--- config.mk ---
export PLATFORM = sky130hd
export DESIGN_NAME = addr_decode_ws
export DESIGN_NICKNAME = d
export VERILOG_FILES = /design/src/rtl/addr_decode_ws.sv
export SDC_FILE = /design/constraint.sdc
export NUM_CORES = 1
export LEC_CHECK = 0
export ABC_AREA = 1
export CORE_ASPECT_RATIO = 1.1
export CORE_MARGIN = 2
export CORE_UTILIZATION = 38
export CTS_BUF_LIST = sky130_fd_sc_hd__clkbuf_8
export DETAILED_ROUTE_END_ITERATION = 8
export PLACE_DENSITY = 0.87
export SYNTH_ARGS = -nofsm -noshare
export SYNTH_HDL_FRONTEND = slang
export SYNTH_SLANG_ARGS = --single-unit
--- constraint.sdc ---
create_clock -name clk -period 2.6 [get_ports clk]
set_input_delay 0.26 -clock clk [delete_from_list [all_inputs] [get_ports clk]]
set_output_delay 0.26 -clock clk [all_outputs]
set_load 0.02 [all_outputs]
--- src/rtl/addr_decode_ws.sv ---
`default_nettype none
// ============================================================================
//  Module      : addr_decode_ws
//  Description : Address decoder with a wait-state generator. A request
//                address is matched against NREG programmable regions, and
//                the one-hot select is latched for the whole access. An
//                address that matches no region selects external memory.
//                The access is held for the wait-state count of the selected
//                target and ends with a one-cycle ready pulse.
//  Ports       : clk    - system clock, rising edge
//                rst    - asynchronous reset, active-high
//                req    - access request, sampled in IDLE only
//                we     - write flag, latched with the address
//                addr   - access address
//                cs     - one-hot internal region select
//                cs_ext - external memory select
//                we_q   - latched write flag
//                busy   - access in progress
//                ready  - one-cycle completion pulse
//  Revision    : 1.0 - initial release
// ============================================================================
module addr_decode_ws #(
    parameter int                     ADDR_W      = 32,
    parameter int                     NREG        = 2,
    parameter int                     DECODE_BITS = 16,
    parameter logic [NREG*ADDR_W-1:0] REG_FIRST   = '0,
    parameter logic [NREG*ADDR_W-1:0] REG_LAST    = '0,
    parameter logic [NREG*4-1:0]      REG_WS      = {NREG{4'd4}},
    parameter logic [3:0]             DEFAULT_WS  = 4'd5
) (
    input  logic              clk,
    input  logic              rst,
    input  logic              req,
    input  logic              we,
    input  logic [ADDR_W-1:0] addr,
    output logic [NREG-1:0]   cs,
    output logic              cs_ext,
    output logic              we_q,
    output logic              busy,
    output logic              ready
);

    // Only the low DECODE_BITS take part in the compare.
    localparam logic [ADDR_W-1:0] c_mask = {ADDR_W{1'b1}} >> (ADDR_W - DECODE_BITS);

    localparam logic [1:0] c_idle = 2'd0;
    localparam logic [1:0] c_wait = 2'd1;
    localparam logic [1:0] c_done = 2'd2;

    logic [1:0]        r_state;
    logic [1:0]        w_next;
    logic [3:0]        r_cnt;
    logic [NREG-1:0]   r_cs;
    logic              r_cs_ext;
    logic              r_we;
    logic              r_busy;

    logic [ADDR_W-1:0] w_addr_m;
    logic [NREG-1:0]   w_hit;
    logic [NREG-1:0]   w_sel;
    logic [3:0]        w_ws;

    assign w_addr_m = addr & c_mask;

    genvar gi;
    generate
        for (gi = 0; gi < NREG; gi++) begin : g_region
            localparam logic [ADDR_W-1:0] c_first = REG_FIRST[gi*ADDR_W +: ADDR_W] & c_mask;
            localparam logic [ADDR_W-1:0] c_last  = REG_LAST[gi*ADDR_W +: ADDR_W] & c_mask;
            assign w_hit[gi] = (w_addr_m >= c_first) && (w_addr_m <= c_last);
        end
    endgenerate

    // Isolate the lowest set hit bit so overlapping regions resolve to the
    // lowest index.
    assign w_sel = w_hit & (~w_hit + NREG'(1));

    always_comb begin
        w_ws = DEFAULT_WS;
        for (int i = NREG - 1; i >= 0; i--) begin
            if (w_hit[i]) begin
                w_ws = REG_WS[i*4 +: 4];
            end
        end
    end

    always_comb begin
        w_next = r_state;
        case (r_state)
            c_idle: begin
                if (req) begin
                    w_next = (w_ws == 4'd0) ? c_done : c_wait;
                end
            end
            c_wait: begin
                // <= guards against a stuck WAIT should cnt ever read zero.
                if (r_cnt <= 4'd1) begin
                    w_next = c_done;
                end
            end
            c_done:  w_next = c_idle;
            default: w_next = c_idle;
        endcase
    end

    always_ff @(posedge clk or posedge rst) begin
        if (rst) begin
            r_state  <= c_idle;
            r_cnt    <= 4'd0;
            r_cs     <= '0;
            r_cs_ext <= 1'b0;
            r_we     <= 1'b0;
            r_busy   <= 1'b0;
        end else begin
            r_state <= w_next;
            case (r_state)
                c_idle: begin
                    if (req) begin
                        r_cs     <= w_sel;
                        r_cs_ext <= ~|w_hit;
                        r_we     <= we;
                        r_busy   <= 1'b1;
                        r_cnt    <= w_ws;
                    end
                end
                c_wait: begin
                    if (r_cnt != 4'd0) begin
                        r_cnt <= r_cnt - 4'd1;
                    end
                end
                c_done: begin
                    // we_q deliberately holds its value until the next accept.
                    r_cs     <= '0;
                    r_cs_ext <= 1'b0;
                    r_busy   <= 1'b0;
                end
                default: begin
                    r_cs     <= '0;
                    r_cs_ext <= 1'b0;
                    r_busy   <= 1'b0;
                end
            endcase
        end
    end

    assign cs     = r_cs;
    assign cs_ext = r_cs_ext;
    assign we_q   = r_we;
    assign busy   = r_busy;
    assign ready  = (r_state == c_done);

endmodule
`default_nettype wire

==> results.json, run 1 <==
{
  "cp_max_fo": 4,
  "grt_max_degree": 11,
  "total_leakage_power_uw": 0.000418,
  "detail_route.first_pass.iterations": 5,
  "whs_ps": 296,
  "finalSetupViolCount": 0,
  "initial_core_util_pct": 41.9,
  "skew_ps": 4.60,
  "hold_path_class": "in2async",
  "antenna_found_initial": 0,
  "cts-root-buf": "clkbuf_8",
  "row_count": 14,
  "p_switching_uw": 362,
  "critPathRequiredTime_ps": 2340,
  "synth_xor_area_share_pct": 1.47,
  "vdd_ir_drop_max_v": 0.000306,
  "finalInstanceArea_um2": 888,
  "rsz0062_at_grt": "false",
  "die-height_um": 45.5,
  "netlist_top_cells_area": "dfrtp_1, nand2_1, nor2_1",
  "hold_buffers": 0,
  "synth_compound_area_share_pct": 7.16,
  "clkLatencyLatePin_ps": 240,
  "tns_ps": 0,
  "cp.arrival_ps": 1410,
  "synthDistinctLibCells": 18,
  "netlist.area_leader.share_pct": 42.1,
  "post_cts_buffers": 0,
  "drtIter0Drc": 15,
  "power.density_nw_per_um2": 981,
  "async_reset_ff_share_pct": 100,
  "ys_ff_latch": 10,
  "port_buffers": 24,
  "grt_overflow": 0,
  "cts.sinks": 10,
  "io_pins": 42,
  "dp_hpwl_um": 954,
  "grtUsageTotal_pct": 14.6,
  "yosysMostFrequentCell": "nand2_1",
  "status": "complete, no violations",
  "drive_above_1_share_pct": 11.1,
  "syn_inst": 82,
  "synth_nets": 121,
  "p_comb_share_pct": 50.5,
  "synth_top_family_by_area": "simple AND/OR/NAND/NOR gates",
  "synth.avg_cell_area_um2": 7.25,
  "cp-start-kind": "flip-flop",
  "drc": 0,
  "grt_pass1_wl_um": 2050,
  "pwr-share-seq_pct": 31.3,
  "fin_crit_sh_pct": 64.3,
  "syn_area_um2": 594,
  "clockBufferDepth": 2,
  "hold_viol": 0,
  "p_sw_share_pct": 41.5,
  "yosys-top-cells-count": "nand2_1, nor2_1, dfrtp_1",
  "fin_nets": 149,
  "synthSimpleGateAreaFrac_pct": 35.4,
  "syn2layout_area_growth_pct": 49.5,
  "finalWirelength_um": 1150,
  "power.share.clock_pct": 18.2,
  "routed-via-count": 577,
  "yosysWarnings": 0,
  "path_clk_slew_ps": 50,
  "first_global_vias": 557,
  "synth_mux_area_share_pct": 0,
  "slew_violations": 0,
  "period_minus_slack_ps": 1670,
  "cts_buffers": 3,
  "drv_cap": 0,
  "crit_type": "reg2out",
  "wl_per_cell_um": 9.27,
  "antennaDiodeCount": 0,
  "synthAdderAreaFrac_pct": 6.32,
  "r2r_slack_ps": 1360,
  "utilization_pct": 62.6,
  "coreArea_um2": 1420,
  "synth_top_flop_cell": "dfrtp_1",
  "synth_edf_count": 0,
  "ant_nets": 0,
  "fmax_mhz": 598,
  "cts_resized": 0,
  "synth_seq_area_share_pct": 42.1,
  "gp_congestion": 0.734,
  "worstSetupEndpointType": "output port",
  "internal_power_uw": 510,
  "die_w_um": 41.7,
  "cts_tree": "built",
  "placed_cell_area_um2": 847,
  "viasPerCell": 4.65,
  "yosysTopAreaCell": "dfrtp_1",
  "htreeDepth": 1,
  "dieArea_um2": 1900
}
## final timing paths
path | end | start | depth (start not counted)
max reg2reg | r_cnt[1]$_DFFE_PP0P_ | r_cnt[0]$_DFFE_PP0P_ | 7
max in group asynchronous | r_state[0]$_DFFE_PP0P_ | rst | 2
max | ready | r_state[1]$_DFFE_PP0P_ | 3
min in group clk | cs_ext$_DFFE_PP0P_ | cs_ext$_DFFE_PP0P_ | 2
min | r_state[1]$_DFFE_PP0P_ | rst | 2
min reg2reg | cs_ext$_DFFE_PP0P_ | cs_ext$_DFFE_PP0P_ | 2
## flip-flops by register name, summed over array words and instances, names as in the netlist
| name | count |
|---|---|
| we_q | 1 |
| cs_ext | 1 |
| r_cnt | 4 |
| cs | 1 |
| busy | 1 |
| r_state | 2 |
## metrics by stage
step           power (uW)  std cells  setup slack (ps)
6_report              871        124               929
3_3_place_gp          706        121              1190
3_5_place_dp          719        121              1180
2_1_floorplan         584         82              1460
5_1_grt               947        124               838
4_1_cts               882        124               923
## placed cells by master, fill, tap and decap left out, drive strengths merged
master         synthesis  layout
nand2                 26      26
clkdlybuf4s50          0      24
nor2                  20      20
dfrtp                 10      10
inv                    9       9
o21ai                  5       5
nand3                  4       4
ha                     3       3
clkbuf                 0       3
o21a                   1       1
a21oi                  1       1
xor2                   1       1
conb                   1       1
## per-layer routing
| layer | routed length [um] | vias to the layer above | track usage (%) |
|---|---|---|---|
| li1 | - | 300 | - |
| met1 | 481 | 251 | 13.3 |
| met2 | 596 | 24 | 29.1 |
| met3 | 44 | 2 | 2.38 |
| met4 | 27 | 0 | 11.6 |
| met5 | 0 | - | 0 |
## kinds of logic (layout without fill, tap and decap cells)
logic type	after synthesis	in the layout
AND/OR/NAND/NOR	50	50
flip-flops	10	10
buffers and inverters	10	36
AO/OA/AOI/OAI	7	7
adder cells (fa/ha/maj)	3	3
other	1	1
XOR/XNOR	1	1
## power groups by stage
stage	registers [uW]	clock network (uW)	logic [uW]
floorplan	294	0	290
global placement	273	0	433
detailed placement	276	0	444
CTS	274	162	446
global route	284	166	497
finish	273	159	440
## critical path: stages (launching register included)
cell and delay, ps:
dfrtp_1 430, inv_2 60, nor2_1 80, clkdlybuf4s50_1 600
## final cells by class
| type | instances | area [um^2] |
|---|---|---|
| fill | 126 | 531 |
| multi-input combinational | 62 | 303 |
| sequential | 10 | 250 |
| timing repair buffer | 24 | 240 |
| clock buffer | 3 | 41.3 |
| inverter | 9 | 33.8 |
| tap | 16 | 20.0 |
Power figures use the tool's default switching activity.
==> run 2: changes to the inputs <==
--- a/config.mk
+++ b/config.mk
@@ -8,10 +8,10 @@
 export ABC_AREA = 1
 export CORE_ASPECT_RATIO = 1.1
 export CORE_MARGIN = 2
-export CORE_UTILIZATION = 38
+export CORE_UTILIZATION = 32
 export CTS_BUF_LIST = sky130_fd_sc_hd__clkbuf_8
 export DETAILED_ROUTE_END_ITERATION = 8
-export PLACE_DENSITY = 0.87
+export PLACE_DENSITY = 0.78
 export SYNTH_ARGS = -nofsm -noshare
 export SYNTH_HDL_FRONTEND = slang
 export SYNTH_SLANG_ARGS = --single-unit
==> constraint.sdc (replaced) <==
create_clock -name clk -period 1.4 [get_ports clk]
set_input_delay 0.14 -clock clk [delete_from_list [all_inputs] [get_ports clk]]
set_output_delay 0.14 -clock clk [all_outputs]
set_load 0.02 [all_outputs]
==> results.json, run 2 (synthesis results as in run 1) <==
{
  "cp_max_fo": 2,
  "critPathTopFamily": "buffers and inverters",
  "power.share.clock_pct": 17.0,
  "fmax_mhz": 743,
  "drv_cap": 0,
  "cpPeakStageDelay_ps": 610,
  "grt_pass1_wl_um": 2180,
  "tns_ps": 0,
  "cts_buffers": 3,
  "dieArea_um2": 2220,
  "total_leakage_power_uw": 0.000433,
  "use_met3_pct": 2.59,
  "cts-root-buf": "clkbuf_8",
  "whs_ps": 197,
  "power.density_nw_per_um2": 1850,
  "viasPerCell": 4.49,
  "top_register": "r_cnt",
  "fin_crit_sh_pct": 96.1,
  "p_sw_share_pct": 41.6,
  "drtIter0Drc": 0,
  "ant_nets": 0,
  "worstSetupEndpointType": "output port",
  "detail_route.first_pass.iterations": 1,
  "skew_ps": 1.48,
  "drc": 0,
  "die_w_um": 45.1,
  "largest_register_ffs": 4,
  "cts.sinks": 10,
  "grt_max_degree": 11,
  "initial_core_util_pct": 33.7,
  "fin_nets": 151,
  "rsz0062_at_grt": "false",
  "cp-start-kind": "flip-flop",
  "path_clk_slew_ps": 40,
  "status": "complete, no violations",
  "wl_per_cell_um": 9.82,
  "grt_use_met2_pct": 22.4,
  "drive_above_1_share_pct": 12.7,
  "htreeDepth": 1,
  "io_pins": 42,
  "finalSetupViolCount": 0,
  "coreArea_um2": 1760,
  "hold_viol": 0,
  "cts_tree": "built",
  "pwr-share-seq_pct": 29.1,
  "die-height_um": 49.2,
  "critPathRequiredTime_ps": 1260,
  "hold_buffers": 0,
  "syn2layout_area_growth_pct": 52.2,
  "antenna_found_initial": 0,
  "port_buffers": 24,
  "total_power_uw": 1670,
  "slowest_stage": "clkdlybuf4s50_1",
  "final_cells": 128,
  "first_global_vias": 539,
  "crit_type": "reg2out",
  "utilization_pct": 51.3,
  "period_minus_slack_ps": 1350,
  "dp_hpwl_um": 1050,
  "grtUsageTotal_pct": 13.6,
  "cp.arrival_ps": 1210,
  "antennaDiodeCount": 0,
  "crit_path_cell_trace": "clkdlybuf4s50_1",
  "row_count": 16,
  "fillers": 176,
  "cts_resized": 1,
  "placed_cells": 125,
  "layout_common_cells": "nand2_1, clkdlybuf4s50_1, nor2_1",
  "top_usage_layer": "met2",
  "final_common_cell": "nand2_1",
  "clkLatencyLatePin_ps": 230,
  "hold_path_class": "in2async",
  "finalWirelength_um": 1260,
  "cp_num_buf_inv": 1,
  "slew_violations": 0,
  "routed-via-count": 575,
  "clockBufferDepth": 2,
  "p_switching_uw": 695,
  "p_comb_share_pct": 53.8,
  "gp_congestion": 0.705,
  "vdd_ir_drop_max_v": 0.000736,
  "grt_overflow": 0,
  "post_cts_buffers": 0,
  "internal_power_uw": 975,
  "top_regs": "r_cnt x4, r_state x2",
  "grt_use_met1_pct": 14.7
}
-- run 2: changes by cell type in the layout (fill, tap and decap cells not counted), sizes merged --
cell	delta
buf	+2
clkdlybuf4s50	-1
dlygate4sd2	+1
-- run 2: final timing paths --
check | from | endpoint | slack, ps | depth (start not counted)
worst max-delay path | we_q$_DFFE_PP0P_ | we_q | 50 | 1
worst min-delay path | rst | we_q$_DFFE_PP0P_ | 200 | 2
worst max register to register | r_cnt[0]$_DFFE_PP0P_ | r_cnt[1]$_DFFE_PP0P_ | 150 | 7
worst min register to register | busy$_DFFE_PP0P_ | busy$_DFFE_PP0P_ | 480 | 2
max in group asynchronous | rst | cs[0]$_DFFE_PP0P_ | 940 | 2
min in group clk | we | we_q$_DFFE_PP0P_ | 460 | 3
-- run 2: metal layers --
metal  share of wire [%]  vias to the layer above
met5                   0                        -
met4                 2.8                        0
met3                 4.7                        4
met2                  53                       21
met1                  40                      247
li1                    -                      303
-- run 2: cell type report --
cell class                      count  area [um^2]  share of cell area (%)
Sequential cell                    10          250                    27.7
Timing Repair Buffer               26          254                    28.1
Multi-Input combinational cell     62          303                    33.5
Inverter                            9         33.8                    3.73
Tap cell                           18         22.5                    2.49
Clock buffer                        3         41.3                    4.56
-- run 2: through the flow --
stage / setup slack [ps] / cell area [um^2]
finish: 54.5 / 905
global placement: 188 / 865
global route: 19.8 / 905
detailed placement: 156 / 865
floorplan: 261 / 594
CTS: 55.8 / 905
-- run 2: power by group through the flow --
stage / Clock, uW / Sequential [uW] / Combinational (uW)
2_1_floorplan: 0 / 546 / 538
3_3_place_gp: 0 / 479 / 876
3_5_place_dp: 0 / 490 / 909
4_1_cts: 291 / 486 / 913
5_1_grt: 304 / 501 / 1010
6_report: 284 / 486 / 899
==> run 3: changes to the inputs <==
--- a/config.mk
+++ b/config.mk
@@ -6,6 +6,7 @@
 export NUM_CORES = 1
 export LEC_CHECK = 0
 export ABC_AREA = 1
+export CAP_MARGIN = 15
 export CORE_ASPECT_RATIO = 1.1
 export CORE_MARGIN = 2
 export CORE_UTILIZATION = 32
==> results of run 3 <==
Same layout as run 2: the final DEF is identical, and so are final timing and power.
